## config.mk

```make
export PLATFORM = sky130hd
export DESIGN_NAME = conv_seq_ctrl_flat
export DESIGN_NICKNAME = d
export VERILOG_FILES = /design/src/rtl/conv_seq_ctrl_if.sv /design/src/rtl/conv_seq_ctrl.sv /design/src/flat_wrapper.sv
export SDC_FILE = /design/constraint.sdc
export NUM_CORES = 1
export LEC_CHECK = 0
export CORE_UTILIZATION = 35
export DETAILED_ROUTE_END_ITERATION = 10
export PLACE_DENSITY = 0.65
export SETUP_SLACK_MARGIN = 0.05
export SLEW_MARGIN = 30
export SYNTH_ARGS = -nofsm -noshare
export SYNTH_HDL_FRONTEND = slang
export SYNTH_SLANG_ARGS = --single-unit
export TNS_END_PERCENT = 30
```

## constraint.sdc

```tcl
create_clock -name clk -period 7 [get_ports clk]
set_input_delay 1.4 -clock clk [delete_from_list [all_inputs] [get_ports clk]]
set_output_delay 1.4 -clock clk [all_outputs]
set_load 0.01 [all_outputs]
```

## src/rtl/conv_seq_ctrl_if.sv

```systemverilog
// Bus bundle for conv_seq_ctrl: CPU register port, data-RAM read port, accelerator port, output buffer.
// master = sequencer side, slave = surrounding system (CPU decoder, RAM, accelerator, output buffer).
interface conv_seq_ctrl_if #(
    parameter int AW = 16,
    parameter int DW = 32
);
    logic [5:0]    addr;
    logic          en;
    logic          we;
    logic [DW-1:0] din;
    logic [DW-1:0] dout;
    logic [AW-1:0] mem_addr;
    logic          mem_rd_en;
    logic [DW-1:0] mem_rdata;
    logic [5:0]    acc_addr;
    logic          acc_en;
    logic          acc_we;
    logic [DW-1:0] acc_din;
    logic [DW-1:0] acc_dout;
    logic [AW-1:0] out_addr;
    logic          out_we;
    logic [DW-1:0] out_wdata;
    logic          irq;

    modport master (
        input  addr, en, we, din, mem_rdata, acc_dout,
        output dout, mem_addr, mem_rd_en, acc_addr, acc_en, acc_we, acc_din,
               out_addr, out_we, out_wdata, irq
    );

    modport slave (
        output addr, en, we, din, mem_rdata, acc_dout,
        input  dout, mem_addr, mem_rd_en, acc_addr, acc_en, acc_we, acc_din,
               out_addr, out_we, out_wdata, irq
    );
endinterface

```

## src/rtl/conv_seq_ctrl.sv

```systemverilog
// conv_seq_ctrl: autonomous 3x3 convolution sequencer; optional ReLU output stage via CONV_SEQ_RELU_EN.
// Latency 18 cycles kernel load + 23 cycles per output pixel; no backpressure (RAM fixed 1-cycle read, accelerator polled).
module conv_seq_ctrl #(
    parameter int AW = 16,
    parameter int DW = 32
) (
    input  logic            clk,
    input  logic            rst,
    conv_seq_ctrl_if.master bus
);
    localparam logic [3:0] S_IDLE = 4'd0;
    localparam logic [3:0] S_KRD  = 4'd1;
    localparam logic [3:0] S_KWR  = 4'd2;
    localparam logic [3:0] S_WRD  = 4'd3;
    localparam logic [3:0] S_WWR  = 4'd4;
    localparam logic [3:0] S_STRT = 4'd5;
    localparam logic [3:0] S_POLL = 4'd6;
    localparam logic [3:0] S_RES  = 4'd7;
    localparam logic [3:0] S_FIN  = 4'd8;

    localparam logic [5:0] A_CTRL   = 6'h00;
    localparam logic [5:0] A_STATUS = 6'h01;
    localparam logic [5:0] A_IMG    = 6'h02;
    localparam logic [5:0] A_KER    = 6'h03;
    localparam logic [5:0] A_OUT    = 6'h04;
    localparam logic [5:0] A_DIMS   = 6'h05;
    localparam logic [5:0] A_PIX    = 6'h06;

    logic [DW-1:0] res_val;
`ifdef CONV_SEQ_RELU_EN
    localparam logic FEAT_RELU = 1'b1;
    assign res_val = bus.acc_dout[DW-1] ? '0 : bus.acc_dout;
`else
    localparam logic FEAT_RELU = 1'b0;
    assign res_val = bus.acc_dout;
`endif

    logic [3:0]    state_q, state_d;
    logic [AW-1:0] img_base_q, img_base_d;
    logic [AW-1:0] ker_base_q, ker_base_d;
    logic [AW-1:0] out_base_q, out_base_d;
    logic [7:0]    w_q, w_d, h_q, h_d;
    logic [DW-1:0] pix_cnt_q, pix_cnt_d;
    logic          done_q, done_d, err_q, err_d;
    logic [1:0]    kr_q, kr_d, kc_q, kc_d;
    logic [7:0]    r_q, r_d, c_q, c_d;
    logic [1:0]    poll_q, poll_d;

    logic          busy, wr, start_req, abort_req, cfg_wr, dims_ok;
    logic          word_last, pos_last;
    logic [1:0]    kr_nx, kc_nx;
    logic [3:0]    k_idx;
    logic [8:0]    row_w, col_w;
    logic [31:0]   win_off;
    logic          unused_din;

    assign busy      = (state_q != S_IDLE) && (state_q != S_FIN);
    assign wr        = bus.en && bus.we;
    assign abort_req = wr && (bus.addr == A_CTRL) && bus.din[1];
    assign start_req = wr && (bus.addr == A_CTRL) && bus.din[0] && !bus.din[1];
    assign cfg_wr    = wr && !busy;
    assign dims_ok   = (w_q >= 8'd3) && (h_q >= 8'd3);
    assign unused_din = ^bus.din[DW-1:16];

    // Window word k = 3*kr + kc; both loads walk kr/kc in the same row-major order.
    assign k_idx     = {1'b0, kr_q, 1'b0} + {2'b00, kr_q} + {2'b00, kc_q};
    assign word_last = (kr_q == 2'd2) && (kc_q == 2'd2);
    assign kc_nx     = (kc_q == 2'd2) ? 2'd0 : kc_q + 2'd1;
    assign kr_nx     = (kc_q != 2'd2) ? kr_q : ((kr_q == 2'd2) ? 2'd0 : kr_q + 2'd1);
    assign pos_last  = (r_q == h_q - 8'd3) && (c_q == w_q - 8'd3);
    assign row_w     = {1'b0, r_q} + {7'b0, kr_q};
    assign col_w     = {1'b0, c_q} + {7'b0, kc_q};
    assign win_off   = 32'(row_w) * 32'(w_q) + 32'(col_w);

    always_comb begin
        state_d    = state_q;
        img_base_d = img_base_q;
        ker_base_d = ker_base_q;
        out_base_d = out_base_q;
        w_d        = w_q;
        h_d        = h_q;
        pix_cnt_d  = pix_cnt_q;
        done_d     = done_q;
        err_d      = err_q;
        kr_d       = kr_q;
        kc_d       = kc_q;
        r_d        = r_q;
        c_d        = c_q;
        poll_d     = poll_q;

        if (cfg_wr) begin
            case (bus.addr)
                A_IMG:   img_base_d = bus.din[AW-1:0];
                A_KER:   ker_base_d = bus.din[AW-1:0];
                A_OUT:   out_base_d = bus.din[AW-1:0];
                A_DIMS: begin
                    w_d = bus.din[7:0];
                    h_d = bus.din[15:8];
                end
                default: ;
            endcase
        end

        case (state_q)
            S_IDLE, S_FIN: begin
                state_d = S_IDLE;
                if (start_req) begin
                    pix_cnt_d = '0;
                    kr_d      = 2'd0;
                    kc_d      = 2'd0;
                    r_d       = 8'd0;
                    c_d       = 8'd0;
                    if (dims_ok) begin
                        state_d = S_KRD;
                        done_d  = 1'b0;
                        err_d   = 1'b0;
                    end else begin
                        done_d  = 1'b1;
                        err_d   = 1'b1;
                    end
                end
            end
            S_KRD: state_d = S_KWR;
            S_KWR: begin
                kr_d    = kr_nx;
                kc_d    = kc_nx;
                state_d = word_last ? S_WRD : S_KRD;
            end
            S_WRD: state_d = S_WWR;
            S_WWR: begin
                kr_d    = kr_nx;
                kc_d    = kc_nx;
                state_d = word_last ? S_STRT : S_WRD;
            end
            S_STRT: begin
                poll_d  = 2'd0;
                state_d = S_POLL;
            end
            // The first two polls may still see the previous pixel's done bit.
            S_POLL: begin
                if (poll_q != 2'd2)
                    poll_d = poll_q + 2'd1;
                else if (bus.acc_dout[1:0] == 2'b10)
                    state_d = S_RES;
            end
            S_RES: begin
                pix_cnt_d = pix_cnt_q + DW'(1);
                if (c_q == w_q - 8'd3) begin
                    c_d = 8'd0;
                    r_d = r_q + 8'd1;
                end else begin
                    c_d = c_q + 8'd1;
                end
                if (pos_last) begin
                    state_d = S_FIN;
                    done_d  = 1'b1;
                end else begin
                    state_d = S_WRD;
                end
            end
            default: state_d = S_IDLE;
        endcase

        if (abort_req && state_q != S_IDLE) begin
            state_d = S_IDLE;
            done_d  = 1'b0;
            err_d   = 1'b1;
        end
    end

    always_ff @(posedge clk or posedge rst) begin
        if (rst) begin
            state_q    <= S_IDLE;
            img_base_q <= '0;
            ker_base_q <= '0;
            out_base_q <= '0;
            w_q        <= '0;
            h_q        <= '0;
            pix_cnt_q  <= '0;
            done_q     <= 1'b0;
            err_q      <= 1'b0;
            kr_q       <= '0;
            kc_q       <= '0;
            r_q        <= '0;
            c_q        <= '0;
            poll_q     <= '0;
        end else begin
            state_q    <= state_d;
            img_base_q <= img_base_d;
            ker_base_q <= ker_base_d;
            out_base_q <= out_base_d;
            w_q        <= w_d;
            h_q        <= h_d;
            pix_cnt_q  <= pix_cnt_d;
            done_q     <= done_d;
            err_q      <= err_d;
            kr_q       <= kr_d;
            kc_q       <= kc_d;
            r_q        <= r_d;
            c_q        <= c_d;
            poll_q     <= poll_d;
        end
    end

    always_comb begin
        bus.mem_rd_en = 1'b0;
        bus.mem_addr  = '0;
        bus.acc_en    = 1'b0;
        bus.acc_we    = 1'b0;
        bus.acc_addr  = 6'h00;
        bus.acc_din   = '0;
        bus.out_we    = 1'b0;
        bus.out_addr  = '0;
        bus.out_wdata = '0;
        case (state_q)
            S_KRD: begin
                bus.mem_rd_en = 1'b1;
                bus.mem_addr  = ker_base_q + AW'(k_idx);
            end
            S_WRD: begin
                bus.mem_rd_en = 1'b1;
                bus.mem_addr  = img_base_q + win_off[AW-1:0];
            end
            S_KWR, S_WWR: begin
                bus.acc_en   = 1'b1;
                bus.acc_we   = 1'b1;
                bus.acc_addr = ((state_q == S_KWR) ? 6'h10 : 6'h20) + {2'b00, k_idx};
                bus.acc_din  = bus.mem_rdata;
            end
            S_STRT: begin
                bus.acc_en  = 1'b1;
                bus.acc_we  = 1'b1;
                bus.acc_din = DW'(1);
            end
            S_POLL: begin
                bus.acc_en   = 1'b1;
                bus.acc_addr = 6'h01;
            end
            S_RES: begin
                bus.acc_en    = 1'b1;
                bus.acc_addr  = 6'h02;
                bus.out_we    = 1'b1;
                bus.out_addr  = out_base_q + pix_cnt_q[AW-1:0];
                bus.out_wdata = res_val;
            end
            default: ;
        endcase
    end

    always_comb begin
        bus.dout = '0;
        if (bus.en && !bus.we) begin
            case (bus.addr)
                A_STATUS: bus.dout = DW'({FEAT_RELU, err_q, done_q, busy});
                A_IMG:    bus.dout = DW'(img_base_q);
                A_KER:    bus.dout = DW'(ker_base_q);
                A_OUT:    bus.dout = DW'(out_base_q);
                A_DIMS:   bus.dout = DW'({h_q, w_q});
                A_PIX:    bus.dout = pix_cnt_q;
                default:  bus.dout = '0;
            endcase
        end
    end

    assign bus.irq = done_q;
endmodule

```

## src/flat_wrapper.sv

```systemverilog
// flat-port wrapper written by rule: the top's interface ports become plain ports
module conv_seq_ctrl_flat 
#(
    parameter int AW = 16,
    parameter int DW = 32
)
  (clk, rst, bus_addr, bus_en, bus_we, bus_din, bus_mem_rdata, bus_acc_dout, bus_dout, bus_mem_addr, bus_mem_rd_en, bus_acc_addr, bus_acc_en, bus_acc_we, bus_acc_din, bus_out_addr, bus_out_we, bus_out_wdata, bus_irq);
  conv_seq_ctrl_if #(.AW(AW), .DW(DW)) bus_i ();
  input  logic clk;
  input  logic rst;
  input wire logic [$bits(bus_i.addr)-1:0] bus_addr;
  input wire logic [$bits(bus_i.en)-1:0] bus_en;
  input wire logic [$bits(bus_i.we)-1:0] bus_we;
  input wire logic [$bits(bus_i.din)-1:0] bus_din;
  input wire logic [$bits(bus_i.mem_rdata)-1:0] bus_mem_rdata;
  input wire logic [$bits(bus_i.acc_dout)-1:0] bus_acc_dout;
  output wire logic [$bits(bus_i.dout)-1:0] bus_dout;
  output wire logic [$bits(bus_i.mem_addr)-1:0] bus_mem_addr;
  output wire logic [$bits(bus_i.mem_rd_en)-1:0] bus_mem_rd_en;
  output wire logic [$bits(bus_i.acc_addr)-1:0] bus_acc_addr;
  output wire logic [$bits(bus_i.acc_en)-1:0] bus_acc_en;
  output wire logic [$bits(bus_i.acc_we)-1:0] bus_acc_we;
  output wire logic [$bits(bus_i.acc_din)-1:0] bus_acc_din;
  output wire logic [$bits(bus_i.out_addr)-1:0] bus_out_addr;
  output wire logic [$bits(bus_i.out_we)-1:0] bus_out_we;
  output wire logic [$bits(bus_i.out_wdata)-1:0] bus_out_wdata;
  output wire logic [$bits(bus_i.irq)-1:0] bus_irq;
  assign bus_i.addr = bus_addr;
  assign bus_i.en = bus_en;
  assign bus_i.we = bus_we;
  assign bus_i.din = bus_din;
  assign bus_i.mem_rdata = bus_mem_rdata;
  assign bus_i.acc_dout = bus_acc_dout;
  assign bus_dout = bus_i.dout;
  assign bus_mem_addr = bus_i.mem_addr;
  assign bus_mem_rd_en = bus_i.mem_rd_en;
  assign bus_acc_addr = bus_i.acc_addr;
  assign bus_acc_en = bus_i.acc_en;
  assign bus_acc_we = bus_i.acc_we;
  assign bus_acc_din = bus_i.acc_din;
  assign bus_out_addr = bus_i.out_addr;
  assign bus_out_we = bus_i.out_we;
  assign bus_out_wdata = bus_i.out_wdata;
  assign bus_irq = bus_i.irq;
  conv_seq_ctrl #(.AW(AW), .DW(DW)) u_core (.clk(clk), .rst(rst), .bus(bus_i));
endmodule
```

==> results.py, run 1 <==
metrics = {
    "yosys": {
        "post_synthesis_adder_cell_area_fraction_pct": 19.5,
        "synth-seq-area-share_pct": 26.6,
        "yosys.cell_types.count": 68,
        "synth_async_sr_flop_share_pct": 100,
        "mappedNetlistArea_sq_um": 11700,
        "muxShareOfSynthArea_pct": 7.56,
        "yosys.area.top_type": "sky130_fd_sc_hd__dfrtp_1",
        "number_of_enable_type_register_cells_in_the_synthesized_netlist": 0,
        "synth_top_cell_area_share_pct": 26.6,
        "dominant_combinational_cell_family_by_area_after_synthesis": "simple AND/OR/NAND/NOR gates",
        "yosysWarningCount": 0,
        "post_synth.cell_area_avg_sq_um": 8.99,
        "postSynth.topFlopCell": "sky130_fd_sc_hd__dfrtp_1",
        "netlist_top_cells_area": "sky130_fd_sc_hd__dfrtp_1, sky130_fd_sc_hd__fa_1, sky130_fd_sc_hd__ha_1",
        "syn_nets": 1543,
        "syn-instance-count": 1296,
        "post_synth_simple_gate_area_pct": 21.3,
        "synth-seq-cells": 124,
        "post_synth_xor_area_fraction_pct": 4.96,
        "compound_gate_fraction_of_synth_area_pct": 14.6,
    },
    "place": {
        "routabilityCongestion": 0.860,
        "numPortBuffers": 228,
        "placed_area_sq_um": 14900,
        "place_inst": 1979,
        "place_hpwl_mm": 27.4,
    },
    "clocking": {
        "clkLatencyLatePin_ns": 0.43,
        "tritoncts_num_sinks": 124,
        "clk_pin_slew_ns": 0.07,
        "clockBufferDepth": 2,
        "tritoncts": "yes",
        "hold_buffers": 0,
        "htree_num_levels": 4,
        "cts-buffers-inserted": 17,
        "clk_root_buffer_cell": "sky130_fd_sc_hd__clkbuf_16",
    },
    "sta": {
        "fin_ws_ns": -0.356,
        "final_hold_fails": 0,
        "timing.final.max_slew_violations": 0,
        "report.final.setup_viol": 11,
        "slew_headroom_pct": 34.5,
        "fmax_mhz": 136,
        "post_layout_minimum_cycle_time_ns": 7.36,
        "worst_clock_skew_ns": 0.0120,
        "rsz_0062_raised_after_global_routing": "yes",
        "fin_crit_sh_pct": 105,
        "worst_hold_slack_across_all_endpoints_ns": 0.477,
        "slew_of_the_pin_with_the_lowest_slew_margin_ns": 0.971,
    },
    "worst_hold_path": {
        "worst_hold_path_type": "reg -> reg",
    },
    "drt": {
        "drcViolationCount": 0,
        "drt_iter0_markers": 550,
        "route.antenna.remaining_nets": 0,
        "detail_route.wl_per_cell_microns": 17.4,
        "drt-total-wl_mm": 35.2,
        "dr_total_vias": 10600,
        "dr.pass1.iters": 6,
        "route.detailed.vias_per_inst": 5.24,
    },
    "finish": {
        "nNetsFinal": 1810,
        "final_core_utilization_pct": 48.7,
        "stdcell_area_sq_um": 15900,
        "fillCellCount": 2999,
        "instances_no_fill": 2018,
        "synthToLayoutAreaGrowth_pct": 36.3,
        "antenna_cells_inserted": 0,
        "drive_above_1_share_pct": 17.1,
    },
    "power_and_ir_drop": {
        "comb_power_share_pct": 58.6,
        "p_leak_nw": 7.04,
        "power_density_nw_per_um2": 287,
        "ir_worst_vdd_mv": 0.252,
        "power_report.internal_total_w": 0.00264,
        "total_power_w": 0.00456,
        "clock_power_share_pct": 19.0,
        "netSwitchingFraction_pct": 42.0,
        "sequential_fraction_of_design_power_pct": 22.4,
        "switchingPower_w": 0.00191,
    },
    "global_route": {
        "globalRouteTotalUtil_pct": 21.0,
        "first_global_vias": 10600,
        "global_route_wire_length_before_repair_mm": 56.4,
        "antenna_found_initial": 0,
        "grt_max_degree": 52,
        "grt.overflow.total": 0,
    },
    "die": {
        "start_util_pct": 35.7,
        "fp.dieW_microns": 184,
        "core.rowCount": 66,
        "boundaryPins": 245,
        "die_area_sq_um": 34000,
        "chipHeight_microns": 184,
        "core_area_sq_um": 32600,
    },
    "setup_path": {
        "critPathCaptureType": "output pin",
        "path_class": "reg -> out",
        "cells_along_the_critical_path": "buf_6 > fa_2 > nand2_2 > nor2_2 > xor2_2 > nand2_1 > fa_1 > inv_1 > fa_1 > inv_2 > fa_1 > inv_2 > fa_1 > inv_1 > fa_1 > inv_2 > ha_4 > or3_4 > o2111ai_4 > nand2_1 > xnor2_1 > a211oi_2 > buf_2",
        "worst_setup_path_start_kind": "register",
        "cp_data_required_time_ns": 5.60,
        "master_of_the_slowest_instance_on_the_critical_path": "sky130_fd_sc_hd__fa_1",
        "timing.critical_path.slowest_cell_delay_ns": 0.52,
        "crit_path_frequent_cell": "sky130_fd_sc_hd__fa_1",
        "timing.critical_path.arrival_ns": 5.96,
        "critical_path_peak_fanout": 5,
    },
    "run": {
        "max_cap_viol_count": 0,
    },
    "outcome": {
        "run_status": "complete, but fails checks",
        "violations": "negative setup slack",
    },
}
registers in the layout (all words and copies together), names as in the netlist:
signal and flops:
u_core.w_q 8, u_core.state_q 4, u_core.c_q 8, u_core.pix_cnt_q 32, u_core.bus.irq 1, u_core.r_q 8
u_core.poll_q 2, u_core.ker_base_q 16, u_core.kc_q 2, u_core.img_base_q 16, u_core.out_base_q 16, u_core.kr_q 2
u_core.err_q 1, u_core.h_q 8
cell families (layout without fill, tap and decap cells):
| family | Yosys count | count (layout) |
|---|---|---|
| AO/OA/AOI/OAI | 252 | 252 |
| XOR/XNOR | 66 | 66 |
| adder cells (fa/ha/maj) | 141 | 141 |
| buffers and inverters | 166 | 446 |
| flip-flops | 124 | 124 |
| multiplexers | 80 | 80 |
| AND/OR/NAND/NOR | 467 | 467 |
power groups by stage:
stage	clock network, W	logic [W]	registers, W
2_1_floorplan	0	0.00146	0.000945
3_3_place_gp	0	0.00233	0.00102
3_5_place_dp	0	0.00236	0.00102
4_1_cts	0.000875	0.00262	0.00101
5_1_grt	0.000908	0.00296	0.00104
6_report	0.000864	0.00267	0.00102
per-layer routing:
layer	GRT usage (%)	part of all wire, %
met1	29.3	47
met2	33.9	46
met3	3.14	5.0
met4	5.50	1.5
met5	0	0
cell usage after synthesis (3+ instances only):
cell type / n
sky130_fd_sc_hd__a22o_1: 4
sky130_fd_sc_hd__and4_1: 3
sky130_fd_sc_hd__nor3_1: 23
sky130_fd_sc_hd__nand3_1: 44
sky130_fd_sc_hd__nand3b_1: 3
sky130_fd_sc_hd__mux2i_1: 16
sky130_fd_sc_hd__nor4b_1: 4
sky130_fd_sc_hd__a222oi_1: 16
sky130_fd_sc_hd__nor2_1: 76
sky130_fd_sc_hd__o21ai_0: 68
sky130_fd_sc_hd__nand4b_1: 6
sky130_fd_sc_hd__a21o_1: 11
sky130_fd_sc_hd__fa_1: 68
sky130_fd_sc_hd__nand2b_1: 9
sky130_fd_sc_hd__o31ai_1: 11
sky130_fd_sc_hd__dfrtp_1: 124
sky130_fd_sc_hd__or3_1: 5
sky130_fd_sc_hd__mux2_2: 64
sky130_fd_sc_hd__o21a_1: 7
sky130_fd_sc_hd__xor2_1: 28
sky130_fd_sc_hd__a31oi_1: 9
sky130_fd_sc_hd__clkbuf_1: 60
sky130_fd_sc_hd__a211oi_1: 13
sky130_fd_sc_hd__and2_1: 99
sky130_fd_sc_hd__nor4_1: 4
sky130_fd_sc_hd__o211ai_1: 17
sky130_fd_sc_hd__and3_1: 13
sky130_fd_sc_hd__nor2b_1: 39
sky130_fd_sc_hd__a22oi_1: 17
sky130_fd_sc_hd__buf_1: 3
sky130_fd_sc_hd__or4_1: 5
sky130_fd_sc_hd__inv_1: 99
sky130_fd_sc_hd__nor3b_1: 8
sky130_fd_sc_hd__buf_2: 3
sky130_fd_sc_hd__xnor2_1: 38
sky130_fd_sc_hd__nand2_1: 101
sky130_fd_sc_hd__o2111ai_1: 6
sky130_fd_sc_hd__ha_1: 73
sky130_fd_sc_hd__nand4_1: 15
sky130_fd_sc_hd__a21oi_1: 46
critical path, delay by kind of cell (launching register included):
kind | cells | cell delay, ns
AO/OA/AOI/OAI | 2 | 0.44
XOR/XNOR | 2 | 0.38
adder cells (fa/ha/maj) | 7 | 3.09
buffers and inverters | 7 | 0.53
flip-flops | 1 | 0.41
AND/OR/NAND/NOR | 5 | 0.69
cells in the final DEF (no fill, tap or decap), types with 7 or more instances in the layout:
master,Yosys,layout
sky130_fd_sc_hd__buf_6,1,7
sky130_fd_sc_hd__clkdlybuf4s50_1,0,215
sky130_fd_sc_hd__o21ai_0,68,61
sky130_fd_sc_hd__nand4_1,15,15
sky130_fd_sc_hd__mux2i_1,16,16
sky130_fd_sc_hd__buf_2,3,10
sky130_fd_sc_hd__nor2_1,76,72
sky130_fd_sc_hd__ha_1,73,61
sky130_fd_sc_hd__buf_4,0,79
sky130_fd_sc_hd__clkbuf_16,0,17
sky130_fd_sc_hd__nor2b_1,39,37
sky130_fd_sc_hd__a31oi_1,9,8
sky130_fd_sc_hd__mux2_2,64,64
sky130_fd_sc_hd__fa_1,68,63
sky130_fd_sc_hd__a21oi_1,46,42
sky130_fd_sc_hd__dfrtp_1,124,122
sky130_fd_sc_hd__a211oi_1,13,9
sky130_fd_sc_hd__xnor2_1,38,36
sky130_fd_sc_hd__and2_1,99,98
sky130_fd_sc_hd__o31ai_1,11,11
sky130_fd_sc_hd__nand2_1,101,99
sky130_fd_sc_hd__nor3_1,23,21
sky130_fd_sc_hd__a222oi_1,16,16
sky130_fd_sc_hd__and3_1,13,13
sky130_fd_sc_hd__a22oi_1,17,17
sky130_fd_sc_hd__nand3_1,44,40
sky130_fd_sc_hd__xor2_1,28,25
sky130_fd_sc_hd__nand2b_1,9,9
sky130_fd_sc_hd__ha_4,0,10
sky130_fd_sc_hd__a21o_1,11,11
sky130_fd_sc_hd__o211ai_1,17,17
sky130_fd_sc_hd__inv_1,99,95
per-stage QoR:
step / setup slack, ns / TNS [ns]
5_1_grt: -0.581 / -5.23
4_1_cts: -0.391 / -2.96
2_1_floorplan: 0.0772 / 0
6_report: -0.356 / -2.54
3_3_place_gp: -0.677 / -5.68
3_5_place_dp: -0.716 / -5.92
layout make-up:
class | count | area [sq um] | area share [%]
sequential | 124 | 3110 | 19.6
tap | 442 | 553 | 3.48
timing repair buffer | 315 | 2930 | 18.5
inverter | 99 | 374 | 2.36
multi-input combinational | 1006 | 8340 | 52.5
clock inverter | 15 | 153 | 0.961
clock buffer | 17 | 425 | 2.68
what timing repair did:
item | in CTS | in global routing
setup endpoints to repair | 14 | 14
gates cloned | 0 | 0
buffers inserted | 7 | 1
pin swaps | 67 | 14
resized for setup | 107 | 14
final timing paths:
check	start	end	slack, ns	depth (start not counted)
worst max-delay path	u_core.r_q[1]	bus_mem_addr[11]	-0.36	23
min in group asynchronous	rst	u_core.pix_cnt_q[23]	1.40	2
worst max register to register	u_core.w_q[0]	u_core.r_q[7]	3.80	7
worst min register to register	u_core.pix_cnt_q[31]	u_core.pix_cnt_q[31]	0.48	1
worst min-delay path	u_core.pix_cnt_q[31]	u_core.pix_cnt_q[31]	0.48	1
max in group asynchronous	rst	u_core.r_q[4]	4.59	3
No activity file was read; power rests on OpenSTA's default activity.
==> run 2: changes to the inputs <==
--- a/config.mk
+++ b/config.mk
@@ -8,7 +8,7 @@
 export CORE_UTILIZATION = 35
 export DETAILED_ROUTE_END_ITERATION = 10
 export PLACE_DENSITY = 0.65
-export SETUP_SLACK_MARGIN = 0.05
+export SETUP_SLACK_MARGIN = 0.4
 export SLEW_MARGIN = 30
 export SYNTH_ARGS = -nofsm -noshare
 export SYNTH_HDL_FRONTEND = slang
==> run 2 against run 1 <==
Compared with the run above:
- the run still ends with negative setup slack left
- critical path depth fell by 3
- wire length increased by 1.1%
- sequential cell count unchanged
- critical endpoint is now bus_mem_addr[14]
==> results.py, run 2 (synthesis gave the netlist of run 1 again) <==
metrics = {
    "setup_path": {
        "critical-path-top-delay-family": "adder cells",
        "timing.critical_path.depth": 20,
        "critPathCapture": "bus_mem_addr[14]",
        "crit_path_frequent_cell": "sky130_fd_sc_hd__fa_1",
        "worst_reg2reg_endpoint": "u_core.err_q",
        "path_class": "reg -> out",
        "cp_data_required_time_ns": 5.60,
        "regToRegStartpoint": "u_core.state_q[1]",
        "timing.critical_path.slowest_cell_delay_ns": 0.53,
        "r2r.worst_path.cells": 7,
        "worst_setup_path_start_kind": "register",
        "timing.critical_path.arrival_ns": 5.95,
        "critical_path_peak_fanout": 6,
        "reg2reg_setup_slack_ns": 3.43,
        "cells_along_the_critical_path": "ha_4 > fa_2 > nand2_2 > nor2_2 > xor2_2 > buf_4 > and2_1 > fa_1 > fa_1 > fa_1 > fa_1 > ha_1 > ha_1 > a21o_1 > a21o_1 > a31oi_2 > nor3b_2 > buf_4 > o2111a_1 > buf_2",
        "master_of_the_slowest_instance_on_the_critical_path": "sky130_fd_sc_hd__fa_1",
        "critPathCaptureType": "output pin",
        "worst_setup_path_startpoint": "u_core.r_q[0]",
        "critical_path_buf_inv_count": 3,
    },
    "global_route": {
        "grtUsageMet3_pct": 2.75,
        "global_route_wire_length_before_repair_mm": 55.2,
        "first_global_vias": 10300,
        "antenna_found_initial": 0,
        "globalRouteMet2Util_pct": 32.5,
        "top_usage_layer": "met2",
        "grt.overflow.total": 0,
        "grt_max_degree": 75,
        "grt_util_met1_pct": 29.8,
        "globalRouteTotalUtil_pct": 20.7,
    },
    "drt": {
        "dr.pass1.iters": 5,
        "route.detailed.vias_per_inst": 5.32,
        "dr_total_vias": 10700,
        "drt_iter0_markers": 757,
        "route.antenna.remaining_nets": 0,
        "detail_route.wl_per_cell_microns": 17.7,
        "drcViolationCount": 0,
        "drt-total-wl_mm": 35.6,
    },
    "power_and_ir_drop": {
        "total_power_w": 0.00457,
        "ir_worst_vdd_mv": 0.202,
        "p_leak_nw": 7.08,
        "comb_power_share_pct": 57.9,
        "netSwitchingFraction_pct": 42.5,
        "power_density_nw_per_um2": 289,
        "power_report.internal_total_w": 0.00263,
        "switchingPower_w": 0.00194,
        "clock_power_share_pct": 19.3,
        "sequential_fraction_of_design_power_pct": 22.8,
    },
    "clocking": {
        "tritoncts": "yes",
        "clockBufferDepth": 2,
        "tritoncts_num_sinks": 124,
        "htree_num_levels": 4,
        "hold_buffers": 0,
        "clk_pin_slew_ns": 0.07,
        "cts-buffers-inserted": 17,
        "clk_root_buffer_cell": "sky130_fd_sc_hd__clkbuf_16",
        "clkLatencyLatePin_ns": 0.42,
    },
    "die": {
        "fp.dieW_microns": 184,
        "die_area_sq_um": 34000,
        "core_area_sq_um": 32600,
        "boundaryPins": 245,
        "chipHeight_microns": 184,
        "start_util_pct": 35.7,
        "core.rowCount": 66,
    },
    "sta": {
        "slew_headroom_pct": 36.9,
        "slew_of_the_pin_with_the_lowest_slew_margin_ns": 0.932,
        "final_hold_fails": 0,
        "fin_ws_ns": -0.346,
        "worst_clock_skew_ns": 0.0104,
        "fmax_mhz": 136,
        "rsz_0062_raised_after_global_routing": "yes",
        "report.final.setup_viol": 11,
        "timing.final.max_slew_violations": 0,
        "post_layout_minimum_cycle_time_ns": 7.35,
        "fin_crit_sh_pct": 105,
    },
    "place": {
        "numPortBuffers": 228,
        "routabilityCongestion": 0.909,
        "place_hpwl_mm": 28.0,
    },
    "outcome": {
        "violations": "negative setup slack",
        "run_status": "complete, but fails checks",
    },
    "finish": {
        "mostFrequentLayoutCells": "sky130_fd_sc_hd__clkdlybuf4s50_1, sky130_fd_sc_hd__dfrtp_1, sky130_fd_sc_hd__and2_1, sky130_fd_sc_hd__nand2_1, sky130_fd_sc_hd__inv_1",
        "largest_register_ff_count": 32,
        "final_core_utilization_pct": 48.5,
        "drive_above_1_share_pct": 17.0,
        "max_flop_register": "u_core.pix_cnt_q",
        "mostFrequentLayoutCell": "sky130_fd_sc_hd__clkdlybuf4s50_1",
        "synthToLayoutAreaGrowth_pct": 35.6,
        "nNetsFinal": 1806,
        "antenna_cells_inserted": 0,
    },
    "run": {
        "max_cap_viol_count": 0,
    },
    "worst_hold_path": {
        "worst_hold_path_type": "reg -> reg",
    },
}
[run 2: through the flow]
stage          TNS (ns)  instance area (sq um)  hold WS, ns  instances  setup slack, ns
2_1_floorplan         0                  11800        0.437       1296            0.274
3_5_place_dp      -2.95                  14900        0.459       1976           -0.406
3_3_place_gp      -2.62                  14900        0.455       1975           -0.384
4_1_cts           -2.84                  15700        0.469       2013           -0.330
6_report          -2.28                  15800        0.467       2014           -0.346
5_1_grt           -4.80                  15800        0.509       2014           -0.550
[run 2: what timing repair did]
action	4_1_cts	5_1_grt
buffers inserted	5	1
gates resized for setup	71	34
pin swaps	46	18
hold endpoints to repair	0	0
endpoints found under the setup margin	14	14
[run 2: metal layers]
layer | routed length (microns) | part of all wire [%] | up-vias
li1 | - | - | 5069
met1 | 16500 | 46 | 5236
met2 | 16200 | 45 | 380
met3 | 2420 | 6.8 | 34
met4 | 485 | 1.4 | 0
met5 | 0 | 0 | -
[run 2: worst min-delay path by stage]
stage                              start                   end  slack [ns]  cells past startpoint
finish              u_core.pix_cnt_q[31]  u_core.pix_cnt_q[31]        0.47                      1
global route        u_core.pix_cnt_q[31]  u_core.pix_cnt_q[31]        0.51                      1
CTS                 u_core.pix_cnt_q[31]  u_core.pix_cnt_q[31]        0.47                      1
detailed placement  u_core.pix_cnt_q[31]  u_core.pix_cnt_q[31]        0.46                      1
global placement    u_core.pix_cnt_q[31]  u_core.pix_cnt_q[31]        0.45                      1
floorplan           u_core.pix_cnt_q[31]  u_core.pix_cnt_q[31]        0.44                      1
[run 2: cell type report]
| type | count | area [sq um] |
|---|---|---|
| sequential | 124 | 3110 |
| fill | 3007 | 16800 |
| tap | 442 | 553 |
| clock buffer | 18 | 439 |
| clock inverter | 14 | 148 |
| multi-input combinational | 1006 | 8310 |
| timing repair buffer | 311 | 2870 |
| inverter | 99 | 377 |
[run 2: power by group through the flow]
stage / Combinational, W / Sequential, W / Clock [W]
5_1_grt: 0.00291 / 0.00106 / 0.000926
4_1_cts: 0.00257 / 0.00103 / 0.000896
6_report: 0.00265 / 0.00104 / 0.000882
2_1_floorplan: 0.00151 / 0.000945 / 0
3_3_place_gp: 0.00238 / 0.00104 / 0
3_5_place_dp: 0.00242 / 0.00105 / 0
[run 2: worst register-to-register path, cell delays in order, from the launching register on]
cell and delay [ns]:
sky130_fd_sc_hd__dfrtp_1 0.51, sky130_fd_sc_hd__buf_4 0.31, sky130_fd_sc_hd__or2_2 0.39, sky130_fd_sc_hd__nor2_1 0.49, sky130_fd_sc_hd__nand3_2 0.87, sky130_fd_sc_hd__a221o_1 0.66, sky130_fd_sc_hd__o21ai_0 0.11, sky130_fd_sc_hd__nand2_1 0.07
==> run 3: changes to the inputs <==
--- a/config.mk
+++ b/config.mk
@@ -8,7 +8,7 @@
 export CORE_UTILIZATION = 35
 export DETAILED_ROUTE_END_ITERATION = 10
 export PLACE_DENSITY = 0.65
-export SETUP_SLACK_MARGIN = 0.4
+export SETUP_SLACK_MARGIN = 0.15
 export SLEW_MARGIN = 30
 export SYNTH_ARGS = -nofsm -noshare
 export SYNTH_HDL_FRONTEND = slang
==> run 3 against run 2 <==
Compared with the run above:
- the flow still finishes with violations (negative setup slack)
- clock skew is 0.0016 ns lower
- global-route usage increased by 0.40 points
- power increased by 1.2%
- sequential share of layout area shrank 0.23 points
- cell area increased by 1.2%
- non-clock buffer count grew 13
- largest power group unchanged
==> results.py, run 3 (synthesis gave the netlist of run 1 again) <==
metrics = {
    "setup_path": {
        "timing.critical_path.arrival_ns": 5.94,
        "critical_path_peak_fanout": 4,
        "worst_setup_path_start_kind": "register",
        "cp_data_required_time_ns": 5.60,
        "critPathCaptureType": "output pin",
        "path_class": "reg -> out",
    },
    "sta": {
        "fin_ws_ns": -0.338,
        "fmax_mhz": 136,
        "rsz_0062_raised_after_global_routing": "yes",
        "post_layout_minimum_cycle_time_ns": 7.34,
        "timing.final.max_slew_violations": 0,
        "report.final.setup_viol": 11,
        "worst_hold_slack_across_all_endpoints_ns": 0.469,
        "slew_of_the_pin_with_the_lowest_slew_margin_ns": 0.895,
        "worst_clock_skew_ns": 0.00878,
        "final_hold_fails": 0,
        "fin_crit_sh_pct": 105,
        "slew_headroom_pct": 40.4,
    },
    "outcome": {
        "violations": "negative setup slack",
        "run_status": "complete, but fails checks",
    },
    "finish": {
        "antenna_cells_inserted": 0,
        "largest_register_ff_count": 32,
        "mostFrequentLayoutCells": "sky130_fd_sc_hd__clkdlybuf4s50_1, sky130_fd_sc_hd__dfrtp_1, sky130_fd_sc_hd__nand2_1, sky130_fd_sc_hd__and2_1, sky130_fd_sc_hd__inv_1",
        "nNetsFinal": 1819,
        "drive_above_1_share_pct": 18.2,
        "mostFrequentLayoutCell": "sky130_fd_sc_hd__clkdlybuf4s50_1",
        "synthToLayoutAreaGrowth_pct": 37.3,
        "max_flop_register": "u_core.pix_cnt_q",
        "fillCellCount": 2977,
    },
    "global_route": {
        "grt.overflow.total": 0,
        "global_route_wire_length_before_repair_mm": 56.0,
        "globalRouteTotalUtil_pct": 21.1,
        "grt_max_degree": 73,
        "first_global_vias": 10400,
        "antenna_found_initial": 0,
    },
    "drt": {
        "detail_route.wl_per_cell_microns": 17.6,
        "dr_total_vias": 10800,
        "dr.pass1.iters": 8,
        "drt_iter0_markers": 781,
        "route.antenna.remaining_nets": 0,
        "drcViolationCount": 0,
        "route.detailed.vias_per_inst": 5.31,
        "drt-total-wl_mm": 35.7,
    },
    "clocking": {
        "clkLatencyLatePin_ns": 0.43,
        "tritoncts": "yes",
        "clk_pin_slew_ns": 0.06,
        "tritoncts_num_sinks": 124,
        "htree_num_levels": 4,
        "cts-buffers-inserted": 17,
        "hold_buffers": 0,
        "clk_root_buffer_cell": "sky130_fd_sc_hd__clkbuf_16",
        "clockBufferDepth": 2,
    },
    "worst_hold_path": {
        "worst_hold_path_type": "reg -> reg",
    },
    "run": {
        "max_cap_viol_count": 0,
    },
    "die": {
        "chipHeight_microns": 184,
        "core.rowCount": 66,
        "fp.dieW_microns": 184,
        "core_area_sq_um": 32600,
        "start_util_pct": 35.7,
        "boundaryPins": 245,
        "die_area_sq_um": 34000,
    },
    "place": {
        "place_hpwl_mm": 27.8,
        "numPortBuffers": 228,
        "routabilityCongestion": 0.866,
    },
    "power_and_ir_drop": {
        "total_power_w": 0.00463,
        "power_density_nw_per_um2": 289,
        "p_leak_nw": 7.11,
        "ir_worst_vdd_mv": 0.180,
    },
}
-- run 3: report_power, final --
group | total (W) | leakage, nW | switching, W | internal, W
clock network | 0.000865 | 0.262 | 0.000341 | 0.000524
logic | 0.00273 | 5.30 | 0.00139 | 0.00134
registers | 0.00103 | 1.54 | 0.000205 | 0.000823
-- run 3: critical path, stage by stage (launching register included) --
cell	delay [ns]
sky130_fd_sc_hd__dfrtp_1	0.39
sky130_fd_sc_hd__ha_2	0.21
sky130_fd_sc_hd__fa_2	0.39
sky130_fd_sc_hd__nand2_2	0.10
sky130_fd_sc_hd__nor2_2	0.05
sky130_fd_sc_hd__xor2_2	0.18
sky130_fd_sc_hd__buf_4	0.15
sky130_fd_sc_hd__buf_4	0.14
sky130_fd_sc_hd__and2_4	0.15
sky130_fd_sc_hd__fa_1	0.56
sky130_fd_sc_hd__fa_2	0.47
sky130_fd_sc_hd__fa_2	0.56
sky130_fd_sc_hd__fa_2	0.46
sky130_fd_sc_hd__ha_4	0.29
sky130_fd_sc_hd__ha_4	0.19
sky130_fd_sc_hd__a21o_1	0.15
sky130_fd_sc_hd__a21o_1	0.18
sky130_fd_sc_hd__a211oi_2	0.17
sky130_fd_sc_hd__buf_4	0.17
sky130_fd_sc_hd__nor2_1	0.05
sky130_fd_sc_hd__xnor2_1	0.23
sky130_fd_sc_hd__a21oi_1	0.11
sky130_fd_sc_hd__buf_2	0.16
-- run 3: worst paths after layout --
| check | startpoint | end | slack, ns | depth (start not counted) |
|---|---|---|---|---|
| max | u_core.kr_q[0] | bus_mem_addr[10] | -0.34 | 22 |
| max reg2reg | u_core.state_q[1] | u_core.kr_q[0] | 3.80 | 6 |
| min | u_core.pix_cnt_q[31] | u_core.pix_cnt_q[31] | 0.47 | 1 |
| min in group asynchronous | rst | u_core.img_base_q[13] | 1.43 | 2 |
| min reg2reg | u_core.pix_cnt_q[31] | u_core.pix_cnt_q[31] | 0.47 | 1 |
| max in group asynchronous | rst | u_core.out_base_q[6] | 4.44 | 3 |
-- run 3: layout make-up --
type / count / area [sq um] / share of cell area, %
Multi-Input combinational cell: 1006 / 8390 / 52.5
Sequential cell: 124 / 3110 / 19.4
Timing Repair Buffer: 324 / 2990 / 18.7
Tap cell: 442 / 553 / 3.46
Clock buffer: 19 / 433 / 2.71
Inverter: 99 / 374 / 2.34
Clock inverter: 13 / 145 / 0.907
-- run 3: stage by stage --
step                      util (%)  setup TNS (ns)  cell area, sq um  setup slack, ns  std cells
final                         49.0           -2.50             16000           -0.338       2027
after global routing          49.0           -4.92             16000           -0.524       2027
after CTS                     48.7           -2.99             15900           -0.362       2023
after detailed placement      45.7           -5.63             14900           -0.706       1981
after global placement        45.7           -5.49             14900           -0.641       1981
after floorplan                  -               0             11700            0.111       1296
-- run 3: repair_timing --
| item | CTS | global route |
|---|---|---|
| setup endpoints to repair | 13 | 13 |
| pin swaps | 64 | 20 |
| setup buffers | 10 | 3 |
| gates resized for setup | 117 | 18 |
-- run 3: routing by layer --
metal	GRT usage, %	vias to the layer above	wire [microns]
met3	3.75	41	2490
met1	28.1	5247	15500
met2	34.6	379	16900
li1	-	5091	-
met5	0	-	0
met4	6.40	0	772
